File: src/rtl/sc_corr_scheduler.sv
// Round-robin scheduler sharing one count-then-regenerate SC correlator among N lanes.
// Capture of the current owner overlaps replay of the previous owner, one window each.
module sc_corr_scheduler #(
  parameter int unsigned W = 5,
  parameter int unsigned N = 4
) (
  input  logic         clk,
  input  logic         rst,
  input  logic [N-1:0] req,
  input  logic [N-1:0] in_bits,
  output logic [N-1:0] grant,
  output logic         corr_in,
  input  logic         corr_out,
  output logic         out_bit,
  output logic [N-1:0] out_valid,
  output logic [N-1:0] done,
  output logic         busy
);

  localparam int unsigned PW = (N > 1) ? $clog2(N) : 1;
  localparam logic [PW-1:0] PtrRst = PW'(N - 1);

  logic [W-1:0]  phase;
  logic [PW-1:0] ptr;
  logic          boundary;
  logic          found;
  logic [PW-1:0] winner;
  logic [N-1:0]  winner_oh;
  int unsigned   idx;

  // Phase never stalls so it stays in lockstep with the correlator's own window counter.
  assign boundary = (phase == {W{1'b1}});

  always_comb begin
    found  = 1'b0;
    winner = ptr;
    idx    = 0;
    for (int unsigned k = 1; k <= N; k++) begin
      idx = (32'(ptr) + k) % N;
      if (!found && req[PW'(idx)]) begin
        found  = 1'b1;
        winner = PW'(idx);
      end
    end
    winner_oh = found ? (N'(1) << winner) : '0;
  end

  always_ff @(posedge clk or posedge rst) begin
    if (rst) begin
      phase     <= '0;
      ptr       <= PtrRst;
      grant     <= '0;
      out_valid <= '0;
    end else begin
      phase <= phase + W'(1);
      if (boundary) begin
        out_valid <= grant;
        grant     <= winner_oh;
        if (found) begin
          ptr <= winner;
        end
      end
    end
  end

  // grant is one-hot or zero, so AND-OR is the owner mux and yields 0 when idle.
  assign corr_in = |(in_bits & grant);
  assign out_bit = corr_out & (|out_valid);
  assign done    = out_valid & {N{boundary}};
  assign busy    = (|grant) | (|out_valid);

endmodule

File: config.mk
export PLATFORM = sky130hd
export DESIGN_NAME = sc_corr_scheduler
export DESIGN_NICKNAME = d
export VERILOG_FILES = /design/src/rtl/sc_corr_scheduler.sv
export SDC_FILE = /design/constraint.sdc
export NUM_CORES = 1
export LEC_CHECK = 0
export ABC_AREA = 1
export CORE_ASPECT_RATIO = 1.25
export CORE_MARGIN = 4
export CORE_UTILIZATION = 35
export CTS_CLUSTER_DIAMETER = 40
export DETAILED_ROUTE_END_ITERATION = 8
export GPL_TIMING_DRIVEN = 0
export MAX_ROUTING_LAYER = met4
export PLACE_DENSITY_LB_ADDON = 0.1
export SLEW_MARGIN = 5
export SYNTH_ARGS = -nofsm -noshare
export SYNTH_HDL_FRONTEND = slang
export SYNTH_SLANG_ARGS = --single-unit
File: constraint.sdc
create_clock -name clk -period 1.9 [get_ports clk]
set_input_delay 0.38 -clock clk [delete_from_list [all_inputs] [get_ports clk]]
set_output_delay 0.38 -clock clk [all_outputs]
set_load 0.02 [all_outputs]
-- Yosys cells after proc, flatten, opt, wreduce, memory -nomap -nowiden
Index checks and enable logic that the tools add are counted.
- logic and storage cells: 46
- input port bits: 11
- register bits after elaboration: 15
- output and inout bits: 15
- order comparisons: 4
- add/sub/neg operators: 5
- shift-type cells: 1
- equality and inequality tests: 1
- bitwise operators: 4
- reductions and logical operators: 10
- multiplexer cells: 17
- operators with widths (cell ; count):
    < comparator 2 x 3 -> 1 bit (second input constant) ; 4
    OR reduction 4 bit ; 3
    bitwise AND 4 bit ; 2
    binary-select mux 1 bit (select 2 bit) ; 4
    2-to-1 mux 1 bit ; 8
    2-to-1 mux 2 bit ; 4
    adder 5 x 1 -> 5 bit (second input constant) ; 1
    equality test 5 bit (second input constant) ; 1
    adder 2 x 1 -> 2 bit (second input constant) ; 2
    adder 2 bit (second input constant) ; 2
    2-to-1 mux 4 bit ; 1
    left shift 1 x 2 -> 4 bit (first input constant) ; 1
    logical AND 1 bit ; 3
    logical NOT 1 bit ; 3
    AND reduction 2 bit ; 1
    bitwise AND 1 bit ; 1
    OR 1 bit ; 1

-- Depth between registers and ports, before layout
Gate-level depths: netlist of run 1.
- word-level depth: 15
- gate-level depth with buffers: 12
- mapped depth without buffers: 12

-- Worst setup path after synthesis of run 1
No wires, ideal clock.
- kind: register to output
- start: reg phase[0]
- end: out done[1]
- cell stages (with the launch flop): 8
- data arrival time: 1.182 ns
- path buffers: 1
- required time: 1.520 ns
- setup slack: 0.338 ns
- cells stage by stage: dfrtp_1 > ha_1 > nand2_1 > nor2_1 > ha_1 > buf_2 > nand2_1 > inv_1
- cells in the longest elaborated chain, start to end: 2
- ends and longest elaborated chain (item ; RTL line ; source):
    start, declared ; 23 ; logic [W-1:0] phase;
    start signal, assigned ; 55 ; phase <= phase + W'(1);
    equality test 5 bit ; 32 ; assign boundary = (phase == {W{1'b1}});
    bitwise AND 4 bit ; 69 ; assign done = out_valid & {N{boundary}};
    end, declared ; 16 ; output logic [N-1:0] done,
No other way between the ends.

-- Worst setup path in the final report of run 1
- start: reg phase[0]
- end: out done[3]
Same word-level chain as after synthesis.

==> results of run 1 <==
flip-flops by register name, summed over array words and instances (netlist names):
register	count
out_valid	4
phase	5
ptr	2
grant	4
cells in the final DEF (no fill, tap or decap), drive strengths merged:
master	Yosys	layout
nand3	12	12
o21ai	3	3
xor2	2	2
clkinvlp	0	1
buf	2	13
dfstp	2	2
dfrtp	13	13
inv	16	16
dlygate4sd2	0	3
nand4	1	1
clkdlybuf4s50	0	18
clkbuf	0	3
ha	2	2
nor4	2	2
nand2	80	80
nor2	7	7
critical path, cell delays in order (launching register included):
cell and delay, ns:
dfrtp_1 0.37, ha_2 0.20, nand2_2 0.05, nor2_2 0.10, ha_2 0.17, buf_6 0.12
nand2_1 0.05, inv_1 0.06, buf_6 0.11
worst max path at each step:
stage,startpoint,end,depth (start not counted)
after floorplan,phase[0],done[1],7
after global placement,phase[0],done[2],8
after detailed placement,phase[0],done[2],8
after CTS,phase[1],done[2],8
after global routing,phase[0],done[2],8
final,phase[0],done[3],8
logic make-up after synthesis:
group                      after synthesis  share of synthesized area (%)
xor gates and xnor gates                 2                           1.68
and+or+nand+nor                        102                           50.7
adders and majority gates                2                           2.40
AOI/OAI and AO/OA                        3                           1.44
DFF                                     15                           36.2
buffers and inverters                   18                           7.55
through the flow:
step | hold WS [ns] | utilization [%] | total power, mW | setup TNS, ns | setup slack [ns]
floorplan | 0.280 | - | 0.557 | 0 | 0.338
global placement | 0.442 | 48.4 | 0.630 | -1.12 | -0.264
detailed placement | 0.447 | 48.4 | 0.635 | -1.23 | -0.303
CTS | 0.463 | 51.6 | 0.825 | -0.0242 | -0.0209
global route | 0.484 | 52.7 | 0.877 | -0.481 | -0.114
finish | 0.437 | 52.7 | 0.816 | -0.00426 | -0.00426
power by group through the flow:
stage | combinational (mW) | clock (mW) | sequential [mW]
floorplan | 0.200 | 0 | 0.357
CTS | 0.280 | 0.198 | 0.346
global route | 0.311 | 0.217 | 0.350
global placement | 0.278 | 0 | 0.352
finish | 0.277 | 0.192 | 0.347
detailed placement | 0.283 | 0 | 0.352
layer usage:
layer,share of wire [%],GRT usage [%],routed length (um),vias up
met5,0,-,0,-
met4,1.5,5.41,34,0
met3,5.1,1.31,117,2
met2,50,21.6,1140,23
met1,44,15.0,998,448
li1,-,-,-,510
layout make-up:
| class | count | area (um^2) |
|---|---|---|
| Fill cell | 280 | 1310 |
| Multi-Input combinational cell | 109 | 614 |
| Sequential cell | 15 | 378 |
| Timing Repair Buffer | 32 | 304 |
| Inverter | 16 | 62.6 |
| Tap cell | 34 | 42.5 |
| Clock buffer | 3 | 22.5 |
| Buffer | 2 | 22.5 |
| Clock inverter | 1 | 7.51 |
repair_timing:
item                       in CTS  in global routing
pin swaps                       1                  5
setup endpoints to repair       7                  6
resized for setup              32                  8
hold endpoints to repair        0                  0
hold buffers                    0                  0
setup buffers                   5                  2
==> reports/results.md, run 1 <==
| Parameter | Value | Unit |
|---|---|---|
| IR Drop Worst-Case VDD | 386 | uV |
| Max-slew headroom | 63.8 | % |
| Max-slew violation count | 0 | - |
| CTS Buf Count | 3 | - |
| FF-to-FF path depth | 12 | - |
| Number of antenna diodes | 0 | - |
| Router iterations before antenna repair | 4 | - |
| Post-placement cell area | 0.00134 | mm^2 |
| Tightest Pin Transition | 0.542 | ns |
| Number of flops mapped to enable cells by yosys | 0 | - |
| Ys flop type | dfrtp_1 | - |
| Number of max-cap violations | 0 | - |
| Net count of the finished layout | 192 | - |
| Initial core utilization | 37.8 | % |
| Flop and latch count out of synthesis | 15 | - |
| Vias in the first global route | 905 | - |
| Fraction of layout cells with a size suffix above 1 | 33.1 | % |
| Count of standard-cell rows | 21 | - |
| Chip height | 69.0 | um |
| Port-buffer cells | 25 | - |
| Final setup violation count | 1 | - |
| CTS tree | yes | - |
| Switching Share | 36.3 | % |
| Final Routed Wirelength | 2.29 | mm |
| Data required time of the critical path | 1.52 | ns |
| Clock-pin slew on the worst setup and hold paths | 0.10 | ns |
| Total global-route track usage | 12.7 | % |
| Internal reg-to-reg setup slack | 0.18 | ns |
| Final number of hold-violating endpoints | 0 | - |
| Sequential power share | 42.6 | % |
| Number of buffers on the longest clock path | 2 | - |
| First-pass GRT wire length | 3.97 | mm |
| Hold Crit Class | primary input to async pin | - |
| Net switching component of the power | 0.297 | mW |
| Netlist area before placement | 0.00104 | mm^2 |
| Clock share of power | 23.5 | % |
| Pin count of the biggest net entering global routing | 16 | - |
| Cell type with the highest aggregate area in the netlist | dfrtp_1 | - |
| Number of antenna violations at the first check in global routing | 0 | - |
| Post-Syn Nets | 155 | - |
| Drt initial violations | 7 | - |
| Clock Latency Late Sink | 0.28 | ns |
| Time the final worst path needs with I/O delays and setup | 1.90 | ns |
| I/O pin count | 26 | - |
| Yosys warning count | 0 | - |
| Clock root buffer | clkbuf_4 | - |
| Die area | 0.00392 | mm^2 |
| Average cell area after synthesis | 7.35 | um^2 |
| Worst flop-to-flop path startpoint | phase[0] | - |
| Count of mapped cells out of synthesis | 142 | - |
| Setup repair after global routing missed its margin | yes | - |
| Die width | 56.8 | um |
| Category of the worst setup path launch point | register | - |
| Dominant cell by count in the synthesized netlist | nand2_1 | - |
| Comb pwr share | 33.9 | % |
| Non-filler instance count after layout | 212 | - |
| Total core area | 0.00276 | mm^2 |
| Number of placed instances with taps included | 201 | - |
| Number of antenna-violating nets in the routed design | 0 | - |
| Worst setup margin | -0.00426 | ns |
| Upper clock frequency limit | 525 | MHz |
| Violations in the final reports | negative setup slack | - |
| Design Area, Final | 0.00145 | mm^2 |
| Count of unresolved DRC violations after routing | 0 | - |
| Fin Clk Skew | 0.00630 | ns |
| Area added between synthesis and finish | 39.3 | % |
| Total overflow reported by the global router | 0 | - |
| Detailed-route wire length per cell | 10.8 | um |
| Power density over the cells | 562 | mW/mm^2 |
| Routed vias/inst | 4.64 | - |
| Synth unique cells | 23 | - |
| Clock Sinks | 15 | - |
| Fraction of the cycle the final worst path needs | 100 | % |
| Total number of vias | 983 | - |
| Fraction of registers with async set or reset after synthesis | 100 | % |
| H-Tree Depth | 1 | - |
| GP Congestion | 0.799 | - |
| Type of element capturing the critical path | output pin | - |
| Internal Dissipation | 0.520 | mW |
| Run status | finished, violations left | - |
| Largest fanout on the critical path | 7 | - |
| Arr. time, crit path | 1.52 | ns |
| Synth top area cells | dfrtp_1 (31%), nand2_1 (22%), nand2_2 (6.6%) | - |
| Most used standard cells in the synthesized netlist | nand2_1 (62), dfrtp_1 (13), nand2_2 (11) | - |
| Total half-perimeter wirelength after legalization and detailed placement | 1.80 | mm |
| Crit path kind | register to output pin | - |
| Leakage | 0.736 | nW |
| Worst R2R End | grant[3] | - |
| Sequential element share of the synthesized area | 36.2 | % |
| Area fraction of the dominant cell type after synthesis | 31.2 | % |
Power figures use the tool's default switching activity.
==> inputs of run 2 (changes only) <==
--- a/config.mk
+++ b/config.mk
@@ -6,6 +6,7 @@
 export NUM_CORES = 1
 export LEC_CHECK = 0
 export ABC_AREA = 1
+export ABC_CLOCK_PERIOD_IN_PS = 1900
 export CORE_ASPECT_RATIO = 1.25
 export CORE_MARGIN = 4
 export CORE_UTILIZATION = 35
==> results of run 2 <==
Same layout as run 1: the final DEF is identical, and so are final timing and power.
==> inputs of run 3 (changes only) <==
--- a/config.mk
+++ b/config.mk
@@ -8,11 +8,9 @@
 export ABC_AREA = 1
 export ABC_CLOCK_PERIOD_IN_PS = 1900
 export CORE_ASPECT_RATIO = 1.25
-export CORE_MARGIN = 4
 export CORE_UTILIZATION = 35
 export CTS_CLUSTER_DIAMETER = 40
 export DETAILED_ROUTE_END_ITERATION = 8
-export GPL_TIMING_DRIVEN = 0
 export MAX_ROUTING_LAYER = met4
 export PLACE_DENSITY_LB_ADDON = 0.1
 export SLEW_MARGIN = 5
==> reports/results.md, run 3 (same netlist as run 1, synthesis figures left out) <==
| Parameter | Value | Unit | Delta |
|---|---|---|---|
| Run status | finished, violations left | - |  |
| Violations in the final reports | negative setup slack | - |  |
| Clock-pin slew on the worst setup and hold paths | 0.10 | ns | about the same |
| CTS Buf Count | 3 | - | unchanged |
| Clock Sinks | 15 | - | unchanged |
| Net count of the finished layout | 198 | - | +3.1% |
| Detailed-route wire length per cell | 10.7 | um | -1.1% |
| Max-slew headroom | 61.3 | % | -2.5 points |
| Total global-route track usage | 17.6 | % | +4.9 points |
| CP Buf/Inv Count | 3 | - | unchanged |
| Routed vias/inst | 4.50 | - | -3.0% |
| Upper clock frequency limit | 525 | MHz | about the same |
| Die area | 0.00320 | mm^2 | -18% |
| Largest fanout on the critical path | 5 | - | -2 |
| Total number of vias | 981 | - | -0.20% |
| Fraction of the cycle the final worst path needs | 100 | % | about the same |
| Power density over the cells | 556 | mW/mm^2 | -0.95% |
| Tightest Pin Transition | 0.580 | ns | +0.0379 ns |
| Crit path kind | register to output pin | - |  |
| Final setup violation count | 1 | - | unchanged |
| Clock Latency Late Sink | 0.29 | ns | about the same |
| Worst setup margin | -0.00307 | ns | +0.00120 ns |
| Vias in the first global route | 979 | - | +8.2% |
| Clock root buffer | clkbuf_4 | - |  |
| Hold buffers post-CTS | 0 | - | unchanged |
| Final Routed Wirelength | 2.33 | mm | +1.7% |
| Commonest cells after routing, fill and taps aside | nand2_1 (61), clkdlybuf4s50_1 (18), buf_4 (14), dfrtp_1 (13), nand2_2 (11) | - |  |
| Router iterations before antenna repair | 4 | - | unchanged |
| Total overflow reported by the global router | 0 | - | unchanged |
| Hold Crit Class | primary input to async pin | - |  |
| Time the final worst path needs with I/O delays and setup | 1.90 | ns | -0.00120 ns |
| Area added between synthesis and finish | 42.4 | % |  |
| Initial core utilization | 37.8 | % | unchanged |
| Final cell utilization of the core | 53.9 | % | +1.2 points |
| Internal reg-to-reg setup slack | 0.23 | ns | +0.05 ns |
| Data required time of the critical path | 1.52 | ns | about the same |
| Number of antenna-violating nets in the routed design | 0 | - | unchanged |
| Number of flip-flops in the largest register | 5 | - | unchanged |
| Count of standard-cell rows | 21 | - | unchanged |
| Crit path largest cell delay | 0.37 | ns | about the same |
| Most common library cell in the layout ignoring fill and taps | nand2_1 | - |  |
| Post-placement cell area | 0.00137 | mm^2 | +2.7% |
| Leakage | 0.766 | nW | +4.1% |
| Number of buffers on the longest clock path | 2 | - | unchanged |
| Pin count of the biggest net entering global routing | 16 | - | unchanged |
| Setup repair after global routing missed its margin | yes | - |  |
| H-Tree Depth | 1 | - | unchanged |
| Type of element capturing the critical path | output pin | - |  |
| Worst hold slack | 0.438 | ns | +0.000945 ns |
| Port-buffer cells | 25 | - | unchanged |
| Fraction of layout cells with a size suffix above 1 | 32.1 | % | -1.1 points |
| Chip height | 63.0 | um | -8.7% |
| CP Cell Sequence | ha_2 > nand2_1 > nor2_1 > ha_2 > buf_6 > nand2_4 > inv_2 > buf_6 | - |  |
| Leading registers by flop count | phase x5, grant x4, out_valid x4 | - |  |
| Fin Clk Skew | 0.00340 | ns | -0.00291 ns |
| Number of antenna violations at the first check in global routing | 0 | - | unchanged |
| CTS tree | yes | - |  |
| Number of max-cap violations | 0 | - | unchanged |
| Total half-perimeter wirelength after legalization and detailed placement | 1.82 | mm | +1.1% |
| Startpoint of the most critical setup path | phase[0] | - |  |
| Slowest stage cell, crit path | dfrtp_1 | - |  |
| Arr. time, crit path | 1.52 | ns | about the same |
| First-pass GRT wire length | 4.15 | mm | +4.7% |
| Drt initial violations | 23 | - | +16 |
| IR Drop Worst-Case VDD | 285 | uV | -26% |
| Die width | 50.8 | um | -11% |
| Number of antenna diodes | 0 | - | unchanged |
| Number of filler instances in the final layout | 283 | - | +1.1% |
| GP Congestion | 0.804 | - | +0.60% |
| Design Area, Final | 0.00149 | mm^2 | +2.2% |
| Final number of hold-violating endpoints | 0 | - | unchanged |
| Category of the worst setup path launch point | register | - |  |
| I/O pin count | 26 | - | unchanged |
| Total core area | 0.00276 | mm^2 | unchanged |
| Count of unresolved DRC violations after routing | 0 | - | unchanged |
| Worst flop-to-flop path startpoint | phase[0] | - |  |
| Max-slew violation count | 0 | - | unchanged |
| Register with the highest flop count | phase | - |  |
| Top Family by Delay on Critical Path | adder cells | - |  |
==> run 3: worst register-to-register path: stages, from the launching register on <==
cell and delay (ns):
dfrtp_1 0.40, ha_2 0.19, nand2_1 0.05, nor2_1 0.04
ha_2 0.20, buf_4 0.14, buf_4 0.13, buf_4 0.14
inv_1 0.19, nand2_1 0.08, nand2_1 0.07
==> run 3: timing repair <==
item | CTS | global route
setup endpoints to repair | 7 | 9
gates cloned | 0 | 0
gates resized for setup | 23 | 11
buffers inserted | 3 | 5
pin swaps | 1 | 3
==> run 3: area by class of cell <==
class / count / area, um^2 / share of cell area (%)
multi-input combinational: 109 / 606 / 40.7
inverter: 16 / 62.6 / 4.21
clock inverter: 1 / 7.51 / 0.505
clock buffer: 3 / 22.5 / 1.52
sequential: 15 / 378 / 25.4
timing repair buffer: 40 / 368 / 24.7
tap: 34 / 42.5 / 2.86
==> run 3: per-layer routing <==
| layer | share of wire, % | vias to the layer above | global-route usage, % | wire length, um |
|---|---|---|---|---|
| met2 | 51 | 28 | 29.8 | 1180 |
| met4 | 2.1 | 0 | 9.03 | 49 |
| met1 | 43 | 426 | 20.7 | 1000 |
| li1 | - | 522 | - | - |
| met5 | 0 | - | - | 0 |
| met3 | 4.2 | 5 | 0.973 | 97 |
==> run 3: path summary, 6_finish.rpt <==
check                            to  cells past startpoint
min in group clk             ptr[1]                      2
max in group asynchronous  phase[1]                      2
min                        grant[2]                      2
max                         done[2]                      8
max reg2reg                grant[3]                     10
min reg2reg                  ptr[1]                      2
==> run 3: metrics by stage <==
stage                     setup TNS [ns]  power (mW)  setup WS (ns)  std cells
after floorplan                        0       0.557          0.338        142
after global placement            -0.460       0.628        -0.0954        206
after detailed placement          -0.691       0.633         -0.153        206
after CTS                        -0.0259       0.827        -0.0259        213
after global routing              -0.464       0.885         -0.124        218
final                           -0.00307       0.827       -0.00307        218
==> run 3: power by group <==
group | total [mW] | switching, mW | internal, mW
registers | 0.347 | 0.0144 | 0.332
clock network | 0.195 | 0.115 | 0.0801
logic | 0.285 | 0.170 | 0.115
